===== config.mk =====
export PLATFORM = sky130hd
export DESIGN_NAME = instr_mem_loader
export DESIGN_NICKNAME = d
export VERILOG_FILES = /design/src/rtl/instr_mem_loader.sv
export SDC_FILE = /design/constraint.sdc
export NUM_CORES = 1
export LEC_CHECK = 0
export BUFFER_PORTS_ARGS = -buffer_cell sky130_fd_sc_hd__buf_2
export CORE_ASPECT_RATIO = 0.5
export CORE_MARGIN = 2
export CORE_UTILIZATION = 40
export DETAILED_ROUTE_END_ITERATION = 8
export SETUP_SLACK_MARGIN = 0.02
export SYNTH_ARGS = -nofsm -noshare
export SYNTH_HDL_FRONTEND = slang
export SYNTH_SLANG_ARGS = --single-unit
export TNS_END_PERCENT = 20

===== constraint.sdc =====
create_clock -name clk -period 1.9 [get_ports clk]
set_clock_uncertainty 0.05 [all_clocks]
set_input_delay 0.285 -clock clk [delete_from_list [all_inputs] [get_ports clk]]
set_output_delay 0.285 -clock clk [all_outputs]
set_load 0.05 [all_outputs]

===== src/rtl/instr_mem_loader.sv =====
// Loadable NUM_INS x WORD_SIZE instruction store: valid/ready load stream that
// fills the program from address 0, and a registered, range-checked fetch port.
module instr_mem_loader #(
    parameter int unsigned WORD_SIZE  = 8,
    parameter int unsigned NUM_INS    = 16,
    parameter int unsigned INDEX_SIZE = 4
) (
    input  logic                  clk,
    input  logic                  rst_n,
    input  logic                  load_start,
    input  logic                  load_valid,
    input  logic [WORD_SIZE-1:0]  load_data,
    input  logic                  load_last,
    output logic                  load_ready,
    output logic                  prog_loaded,
    output logic [INDEX_SIZE:0]   load_count,
    input  logic                  fetch_req,
    input  logic [INDEX_SIZE-1:0] prog_count,
    output logic [WORD_SIZE-1:0]  ins_val,
    output logic                  ins_valid,
    output logic                  fetch_err
);

    typedef enum logic [1:0] {EMPTY, LOAD, READY} state_e;

    localparam logic [INDEX_SIZE-1:0] LAST_ADDR = INDEX_SIZE'(NUM_INS - 1);
    localparam logic [INDEX_SIZE:0]   DEPTH     = (INDEX_SIZE+1)'(NUM_INS);
    localparam logic [INDEX_SIZE-1:0] WPTR_INC  = INDEX_SIZE'(1);
    localparam logic [INDEX_SIZE:0]   CNT_INC   = (INDEX_SIZE+1)'(1);

    state_e                  state_q, state_d;
    logic [INDEX_SIZE-1:0]   wptr_q, wptr_d;
    logic [INDEX_SIZE:0]     cnt_q, cnt_d;
    logic                    wr_en;
    logic [WORD_SIZE-1:0]    mem_q [NUM_INS];
    logic                    load_ready_q, prog_loaded_q;
    logic [WORD_SIZE-1:0]    ins_val_q;
    logic                    ins_valid_q, fetch_err_q;
    logic                    addr_ok;

    // One extra bit so the range check stays meaningful when NUM_INS == 2^INDEX_SIZE.
    assign addr_ok = {1'b0, prog_count} < DEPTH;

    always_comb begin
        state_d = state_q;
        wptr_d  = wptr_q;
        cnt_d   = cnt_q;
        wr_en   = 1'b0;
        case (state_q)
            EMPTY, READY: begin
                if (load_start) begin
                    state_d = LOAD;
                    wptr_d  = '0;
                    cnt_d   = '0;
                end
            end
            LOAD: begin
                if (load_start) begin
                    wptr_d = '0;
                    cnt_d  = '0;
                end else if (load_valid) begin
                    wr_en  = 1'b1;
                    wptr_d = wptr_q + WPTR_INC;
                    cnt_d  = cnt_q + CNT_INC;
                    if (load_last || (wptr_q == LAST_ADDR)) begin
                        state_d = READY;
                    end
                end
            end
            default: state_d = EMPTY;
        endcase
    end

    always_ff @(posedge clk or negedge rst_n) begin
        if (!rst_n) begin
            state_q       <= EMPTY;
            wptr_q        <= '0;
            cnt_q         <= '0;
            load_ready_q  <= 1'b0;
            prog_loaded_q <= 1'b0;
            ins_val_q     <= '0;
            ins_valid_q   <= 1'b0;
            fetch_err_q   <= 1'b0;
            for (int unsigned i = 0; i < NUM_INS; i++) begin
                mem_q[i] <= '0;
            end
        end else begin
            state_q       <= state_d;
            wptr_q        <= wptr_d;
            cnt_q         <= cnt_d;
            load_ready_q  <= (state_d == LOAD);
            prog_loaded_q <= (state_d == READY);
            if (wr_en) begin
                mem_q[wptr_q] <= load_data;
            end
            // Fetch is blocked while loading, so reads never collide with writes.
            if (fetch_req && (state_q != LOAD)) begin
                ins_valid_q <= 1'b1;
                if (addr_ok) begin
                    ins_val_q   <= mem_q[prog_count];
                    fetch_err_q <= 1'b0;
                end else begin
                    ins_val_q   <= '0;
                    fetch_err_q <= 1'b1;
                end
            end else begin
                ins_valid_q <= 1'b0;
                fetch_err_q <= 1'b0;
            end
        end
    end

    assign load_ready  = load_ready_q;
    assign prog_loaded = prog_loaded_q;
    assign load_count  = cnt_q;
    assign ins_val     = ins_val_q;
    assign ins_valid   = ins_valid_q;
    assign fetch_err   = fetch_err_q;

endmodule


==> results.py <==
metrics = {
    "grt": {
        "grt_pass1_vias": 4276,
        "grt_usage_pct": 18.2,
        "grt_pass1_wl_mm": 25.4,
        "antenna_found_initial": 0,
        "grt_overflow_total": 0,
        "grt_max_degree": 40,
    },
    "die": {
        "io_pins": 35,
        "fp-row-count": 34,
        "die_y_um": 98.4,
        "fp.dieW_um": 193,
        "fp.dieArea_um2": 19000,
        "initial_utilization_pct": 41.0,
        "coreArea_um2": 17400,
    },
    "clocking": {
        "clk_pin_slew_ps": 70,
        "cts_tree": "done",
        "post-cts-setup-buffer-count": 0,
        "root_buffer": "clkbuf_16",
        "insertion_delay_ps": 420,
        "cts_made_buffers": 17,
        "htree_levels": 4,
        "cts_sinks": 150,
        "cts.path.max_buffers": 2,
    },
    "sta": {
        "finalCriticalPeriod_ps": 1820,
        "drv_slew": 0,
        "clock.fmax_mhz": 549,
        "worst_pin_slew_ps": 732,
        "finalHoldViolCount": 0,
        "tns_ps": 0,
        "setup_viol": 0,
        "min_period_over_period_pct": 95.8,
        "slew_headroom_pct": 51.1,
        "grt_setup_unrepaired": "yes",
    },
    "logic_synthesis": {
        "synth_nets": 495,
        "ys_seq_area_share_pct": 52.7,
        "ys_top_cells_by_area": "dfrtp_1 (53%), mux2_2 (18%), mux4_2 (9.2%)",
        "ys_ff_latch": 150,
        "synth_top_flop_cell": "dfrtp_1",
        "synth_top_area_share_pct": 52.7,
        "synth_top_area_cell": "dfrtp_1",
        "avgSynthCellArea_um2": 15.1,
        "synth-edff-count": 0,
        "syn_area_um2": 7130,
        "synth_cell_types": 42,
        "ys_warn_count": 0,
        "async_reset_ff_share_pct": 100,
        "synthCells": 472,
    },
    "finish": {
        "layout_commonest_cell": "dfrtp_1",
        "drive_above_1_share_pct": 51.2,
        "postLayoutCellArea_um2": 8360,
        "final_cell_mix": "dfrtp_1 (149), mux2_2 (115), buf_2 (32)",
        "areaGrowthSynthToFinish_pct": 17.3,
        "nets": 547,
        "antenna_cells": 0,
    },
    "critical_path": {
        "cp-start-kind": "flip-flop",
        "crit_required_ps": 2210,
        "worstReg2RegEnd": "ins_val[6]$_DFFE_PN0P_",
        "arrival_ps": 2130,
        "reg2reg_depth": 5,
        "endpoint_kind": "flip-flop",
        "r2r_setup_slack_ps": 80,
        "r2r-start": "state_q[1]$_DFF_PN0_",
        "cp_max_fo": 14,
        "crit_type": "reg2reg",
    },
    "place": {
        "hpwl_mm": 10.4,
        "routabilityCongestion": 0.749,
        "port-buffer-count": 33,
        "place_area_um2": 7700,
    },
    "power_and_ir_drop": {
        "p_comb_share_pct": 15.4,
        "p_int_mw": 6.42,
        "power.share.clock_pct": 42.0,
        "p_sw_share_pct": 27.0,
        "power.switching_mw": 2.37,
        "leakage_nw": 4.16,
        "ir_worst_vdd_v": 0.000576,
        "power_density_nw_per_um2": 1050,
        "pwr-share-seq_pct": 42.5,
    },
    "route": {
        "wl_per_cell_um": 20.3,
        "vias": 4164,
        "drc": 0,
        "vias_per_cell": 5.40,
        "firstDrtPassIters": 4,
        "ant_nets": 0,
        "wirelength_mm": 15.7,
        "drtIter0Drc": 239,
    },
    "worst_hold_path": {
        "hp-start": "fetch_req",
        "min_to": "ins_val[6]$_DFFE_PN0P_",
        "worst_hold_path.num_cells": 3,
        "holdCritPathClass": "in2reg",
    },
    "outcome": {
        "status": "complete, no violations",
    },
    "job": {
        "cap_violations": 0,
    },
}
[timing repair]
| action | CTS | global route |
|---|---|---|
| hold endpoints to repair | 34 | 0 |
| resized for setup | 0 | 3 |
| setup endpoints to repair | 0 | 41 |
| hold buffers | 1 | 0 |
[power by group through the flow]
stage                     sequential, mW  combinational (mW)  clock, mW
after floorplan                     3.95               0.739          0
after global placement              3.78                1.33          0
after detailed placement            3.78                1.36          0
after CTS                           3.73                1.37       3.77
after global routing                3.78                1.47       3.91
final                               3.74                1.36       3.70
[worst max path at each step]
stage,slack [ps],from,to
2_1_floorplan,260,state_q[1]$_DFF_PN0_,mem_q[0]$_DFFE_PN0P_
3_3_place_gp,40,prog_count[0],ins_val[7]$_DFFE_PN0P_
3_5_place_dp,10,prog_count[0],ins_val[7]$_DFFE_PN0P_
4_1_cts,70,state_q[1]$_DFF_PN0_,mem_q[43]$_DFFE_PN0P_
5_1_grt,4,state_q[1]$_DFF_PN0_,ins_val[6]$_DFFE_PN0P_
6_report,80,state_q[1]$_DFF_PN0_,ins_val[6]$_DFFE_PN0P_
[stage by stage]
stage	worst slack, ps	utilization [%]	std cells	hold slack (ps)	total power [mW]
floorplan	262	-	472	-60.6	4.68
global placement	44.6	44.3	738	178	5.11
detailed placement	14.5	44.3	738	183	5.14
CTS	70.6	48.1	771	189	8.87
global route	4.46	48.1	771	210	9.15
finish	79.6	48.1	771	213	8.79
[cells in the mapped netlist (7+ instances only)]
cell,instances
clkbuf_1,12
mux4_2,29
o21ai_0,16
nand2_4,12
nand2_1,12
buf_2,8
a2bb2oi_1,7
buf_6,9
mux2_2,115
dfrtp_1,150
mux2i_1,15
mux2_4,16
[logic make-up (layout without fill, tap and decap cells)]
| logic type | Yosys count | count (layout) | synth area share, % |
|---|---|---|---|
| and+or+nand+nor | 60 | 60 | 6.34 |
| muxes | 175 | 175 | 32.8 |
| DFF | 150 | 150 | 52.7 |
| buffers and inverters | 35 | 100 | 2.98 |
| AOI/OAI and AO/OA | 46 | 46 | 4.30 |
| adders and majority gates | 5 | 5 | 0.878 |
| other | 1 | 1 | 0.0526 |
[final cells by class]
class / instances / area (µm²)
sequential: 150 / 3750
clock inverter: 12 / 189
inverter: 5 / 18.8
multi-input combinational: 287 / 3170
clock buffer: 20 / 457
tap: 234 / 293
fill: 1472 / 9030
timing repair buffer: 63 / 487
[layer usage]
layer	track usage, %	part of all wire [%]	wire, µm
met5	0	0	0
met4	5.28	1.1	172
met3	3.38	2.5	394
met2	26.8	45	7000
met1	27.3	52	8110
[critical path, cell delays in order (launching register included)]
cell and delay [ps]:
dfrtp_1 400, buf_4 220, nand2b_1 300, nand3_1 180
nor4_1 430, a221o_1 170
[sequential cells by signal, summed over array words and instances, names as in the netlist]
register and flops:
prog_loaded 1, state_q 2, load_ready 1, load_count 5, mem_q 128, ins_valid 1
wptr_q 4, ins_val 8
No activity file was read; power rests on OpenSTA's default activity.
